File: src/rtl/util_heartbeat_gen.sv
// Heartbeat generator: periodic keep-alive pulse with kick, suppress and
// saturating beat/skip status counters. Drives the watchdog monitor input.
module util_heartbeat_gen (
  input  logic        clk,
  input  logic        rstn,
  input  logic        en,
  input  logic [31:0] period,
  input  logic [31:0] width,
  input  logic        cnt_pulse,
  input  logic        kick,
  input  logic        suppress,
  output logic        beat,
  output logic        beat_start,
  output logic [31:0] beat_cnt,
  output logic [31:0] skip_cnt
);

  typedef enum logic [1:0] {
    S_IDLE = 2'd0,
    S_HIGH = 2'd1,
    S_LOW  = 2'd2
  } state_t;

  state_t      state;
  state_t      state_nxt;
  logic [31:0] t;
  logic [31:0] t_nxt;
  logic [31:0] period_q;
  logic [31:0] width_q;
  logic [31:0] period_eff;
  logic [31:0] width_eff;
  logic [32:0] t_inc;
  logic        period_hit;
  logic        width_hit;
  logic        start;
  logic        clear;
  logic        beat_nxt;
  logic        beat_start_nxt;
  logic        beat_cnt_inc;
  logic        skip_cnt_inc;

  assign clear = ~rstn | ~en;

  // Effective configuration, only captured into period_q/width_q on a start.
  always_comb begin
    period_eff = period;
    width_eff  = width;
    if (period < 32'd2) begin
      period_eff = 32'd2;
    end
    if (width == 32'd0) begin
      width_eff = 32'd1;
    end else if (width >= period_eff) begin
      width_eff = period_eff - 32'd1;
    end
  end

  // 33-bit increment keeps the period/width match free of wrap effects.
  assign t_inc      = {1'b0, t} + 33'd1;
  assign period_hit = cnt_pulse && (t_inc == {1'b0, period_q});
  assign width_hit  = t_inc == {1'b0, width_q};

  always_comb begin
    state_nxt      = state;
    t_nxt          = t;
    start          = 1'b0;
    beat_nxt       = 1'b0;
    beat_start_nxt = 1'b0;
    beat_cnt_inc   = 1'b0;
    skip_cnt_inc   = 1'b0;
    case (state)
      S_IDLE: begin
        start = 1'b1;
      end
      S_HIGH, S_LOW: begin
        start = kick | period_hit;
      end
      default: begin
        start = 1'b1;
      end
    endcase
    if (start) begin
      state_nxt = S_HIGH;
      t_nxt     = 32'd0;
    end else if (cnt_pulse) begin
      t_nxt = t_inc[31:0];
      if ((state == S_HIGH) && width_hit) begin
        state_nxt = S_LOW;
      end
    end
    // Suppress masks the level only; the phase keeps running underneath.
    beat_nxt       = (state_nxt == S_HIGH) && !suppress;
    beat_start_nxt = start && !suppress;
    beat_cnt_inc   = start && !suppress && (beat_cnt != 32'hFFFF_FFFF);
    skip_cnt_inc   = start && suppress && (skip_cnt != 32'hFFFF_FFFF);
  end

  always_ff @(posedge clk) begin
    if (clear) begin
      state      <= S_IDLE;
      t          <= 32'd0;
      period_q   <= 32'd2;
      width_q    <= 32'd1;
      beat       <= 1'b0;
      beat_start <= 1'b0;
      beat_cnt   <= 32'd0;
      skip_cnt   <= 32'd0;
    end else begin
      state      <= state_nxt;
      t          <= t_nxt;
      beat       <= beat_nxt;
      beat_start <= beat_start_nxt;
      if (start) begin
        period_q <= period_eff;
        width_q  <= width_eff;
      end
      if (beat_cnt_inc) begin
        beat_cnt <= beat_cnt + 32'd1;
      end
      if (skip_cnt_inc) begin
        skip_cnt <= skip_cnt + 32'd1;
      end
    end
  end

endmodule
File: config.mk
export PLATFORM = sky130hd
export DESIGN_NAME = util_heartbeat_gen
export DESIGN_NICKNAME = d
export VERILOG_FILES = /design/src/rtl/util_heartbeat_gen.sv
export SDC_FILE = /design/constraint.sdc
export NUM_CORES = 1
export LEC_CHECK = 0
export BUFFER_PORTS_ARGS = -buffer_cell sky130_fd_sc_hd__buf_4
export CAP_MARGIN = 20
export CORE_MARGIN = 2
export CORE_UTILIZATION = 25
export DETAILED_ROUTE_END_ITERATION = 8
export PLACE_DENSITY_LB_ADDON = 0.12
export SLEW_MARGIN = 40
export SYNTH_ARGS = -nofsm -noshare
export SYNTH_HDL_FRONTEND = slang
export SYNTH_SLANG_ARGS = --single-unit
File: constraint.sdc
create_clock -name clk -period 12 [get_ports clk]
set_input_delay 0 -clock clk [delete_from_list [all_inputs] [get_ports clk]]
set_output_delay 0 -clock clk [all_outputs]
set_load 0.005 [all_outputs]
==> summary.md <==
| Metric | Value |
|---|---|
| Crit. End Element | `register` |
| Post-CTS setup buffer count | `0` |
| Switch Pwr | `0.355 mW` |
| Worst-path maximum fanout | `76` |
| Mapped Cells | `1351` |
| Layout Skew | `0.0172 ns` |
| Clock Sinks | `164` |
| Estimated wirelength of the detail-placed design | `roughly 30 mm` |
| Placer Congestion | `0.905` |
| GRT Overall Usage | `17.7%` |
| First-pass GRT wire length | `60.7 mm` |
| Area delta synth->final | `22.8%` |
| Crit path kind | `reg2reg` |
| Share of cells above drive strength 1 | `15.6%` |
| RSZ-0062 raised after global routing | `no` |
| Drt pass-1 iters | `5` |
| Pwr/cell area | `99.1 nW/µm²` |
| Largest net degree at the start of global routing | `94` |
| Synthesis-stage register bit count | `164` |
| Antenna cells | `0` |
| Utilization after layout | `30.9%` |
| Vias | `10500` |
| Post-synth cell types | `70` |
| Worst min path class | `in2reg` |
| Seq/Total Area, Yosys | `30.5%` |
| GRT Residual Overflow | `0` |
| Initial Util | `between 20 and 30%` |
| Met1 Wirelength | `18.6 mm` |
| CTS tree | `done` |
| WL met2 | `18.2 mm` |
| Layout Cells excl Fill | `2029` |
| WL met3 | `1.48 mm` |
| DR iter-0 viols | `around 760` |
| Vias in the first global route | `between 10000 and 15000` |
| Post-synth EDFFs | `0` |
| Power, Total | `1.31 mW` |
| CTS max path bufs | `2` |
| PostCTS Resize Cnt | `0` |
| Nets@finish | `1577` |
| Top layer in use | `met5` |
| Crit share post-route | `45.1%` |
| Crit path time final | `around 5.4 ns` |
| Worst path arrival time | `5.74 ns` |
| CP startpoint kind | `register` |
| Worst-path clk slew | `0.07 ns` |
| Switch share | `27.1%` |
| Ys Warns | `0` |
| FILL cells | `approximately 4600` |
| Die area | `44800 µm²` |
| H-tree depth | `4` |
| Most common cell after layout, fill and taps aside | `dfxtp_1` |
| Setup violators final | `0` |
| Post-synth ARST share | `0%` |
| Main synth FF type | `dfxtp_1` |
| Total wire length | `39.5 mm` |
| Ports | `136` |
| Status | `finished clean` |
| CP required | `about 12 ns` |
| Max-slew violations | `0` |
| Most frequent cells in the layout | `dfxtp_1, buf_4, a21oi_1` |
| Combinational power share | `13.1%` |
| Die Span Y | `212 µm` |
| Initial antenna violation count | `1` |
| Rel. slew slack | `about two fifths` |
| Post-Syn Area | `~11000 µm²` |
| Vias per cell | `5.17` |
| Worst-Skew Late Latency | `0.45 ns` |
| Worst-margin pin slew | `just under 0.9 ns` |
| Peak supply drop | `0.0994 mV` |
| DRC violations left | `0` |
| Max frequency | `0.185 GHz` |
| Clock root buffer | `clkbuf_16` |
| Row count | `76` |
| Part of the power in registers | `43.5%` |
| Mapped Avg Cell Area | `7.98 µm²` |
| Max Cap Violations | `0` |
| Port bufs | `135` |
| Wire length per cell | `19.4 µm` |
| Sum of negative setup slack | `0 ns` |
| Clock group share of total power | `a little over two fifths` |
| Placed Cells | `around 2000` |
| Syn_nets | `1458` |
| Setup WS post-layout | `6.59 ns` |
| Worst slack at placement | `6.76 ns` |
| Leak | `approximately 4.8 nW` |
| Die W | `212 µm` |
| Final Hold Fails | `0` |
| Total core area | `about 43000 µm²` |
| TritonCTS buffer count | `17` |
| ANT nets after route | `0` |
| Int Power | `0.957 mW` |
-- per-stage QoR --
step           cell area [µm²]  hold WS (ns)
3_5_place_dp             12200         0.298
6_report                 13200        0.0234
5_1_grt                  13200        0.0380
4_1_cts                  13200       0.00128
3_3_place_gp             12200         0.300
2_1_floorplan            10800         0.173
-- Yosys cell counts, types with 7 or more instances --
cell	n	area, µm²
or4_1	32	240
nor4_1	31	194
xnor2_1	92	806
nor3_1	28	140
a21oi_1	133	666
ha_1	37	463
and2_1	15	93.8
o31ai_1	21	158
nand4_1	55	344
xor2_1	40	350
o211ai_1	7	52.6
mux2i_1	7	70.1
and4_1	11	96.3
a22o_1	30	263
nor2_1	122	458
or3_1	37	231
buf_2	28	140
and3_1	23	144
inv_1	47	176
nand2b_1	13	81.3
clkbuf_1	55	206
dfxtp_1	164	3280
o21ai_0	45	225
nand2_1	83	312
nand3_1	59	295
nor2b_1	9	56.3
a21o_1	11	82.6
mux2_2	28	315
-- worst paths after layout --
check	start	to	slack (ns)	cells after the start
setup / recovery	t[0]	width_q[6]	6.59	13
setup reg to reg	t[0]	width_q[6]	6.59	13
hold / removal	period[29]	period_q[29]	0.02	5
hold reg to reg	skip_cnt[5]	skip_cnt[5]	0.50	2
-- routing by layer --
metal / global-route usage, % / up-vias
li1: - / 5169
met1: 23.8 / 5036
met2: 28.4 / 231
met3: 3.37 / 49
met4: 5.83 / 2
met5: 0 / -
-- cell families after synthesis --
kind of cell | share of synthesized area (%)
buffers and inverters | 5.48
multiplexers | 3.58
adder cells (fa/ha/maj) | 4.30
AO/OA/AOI/OAI | 17.2
flip-flops | 30.5
AND/OR/NAND/NOR | 27.4
XOR/XNOR | 11.6
-- power groups by stage --
stage	sequential [mW]	clock, mW	combinational [mW]
floorplan	0.576	0	0.0979
global placement	0.583	0	0.160
CTS	0.570	0.592	0.173
detailed placement	0.583	0	0.161
finish	0.570	0.570	0.172
global route	0.572	0.611	0.188
-- final cells by class --
cell class	count	area, µm²	share of cell area, %
Clock buffer	20	457	3.45
Multi-Input combinational cell	1048	6950	52.5
Timing Repair Buffer	191	1550	11.7
Clock inverter	12	141	1.07
Sequential cell	164	3280	24.8
Tap cell	546	683	5.16
Inverter	48	180	1.36
-- repair_timing --
item / in CTS / in global routing
endpoints found under the setup margin: 0 / 0
hold buffers: 43 / 0
hold endpoints to repair: 46 / 0
-- state kept, by name, indices dropped and copies added (netlist names) --
signal and count:
beat 1, beat_cnt 32, beat_start 1, period_q 32
skip_cnt 32, state 2, t 32, width_q 32
-- worst max-delay path, stage by stage (launching register included) --
cell and delay, ns:
dfxtp_1 0.51, ha_1 0.34, nand3_1 0.29, or4_1 0.72, nor3_1 0.58, xnor2_1 0.20
o21a_1 0.21, o2111a_1 0.12, nand4_2 0.08, buf_4 0.36, and2_4 0.70, nor2_2 0.33
a32o_1 0.30, dlygate4sd3_1 0.54
(Power assumes the default switching activity.)
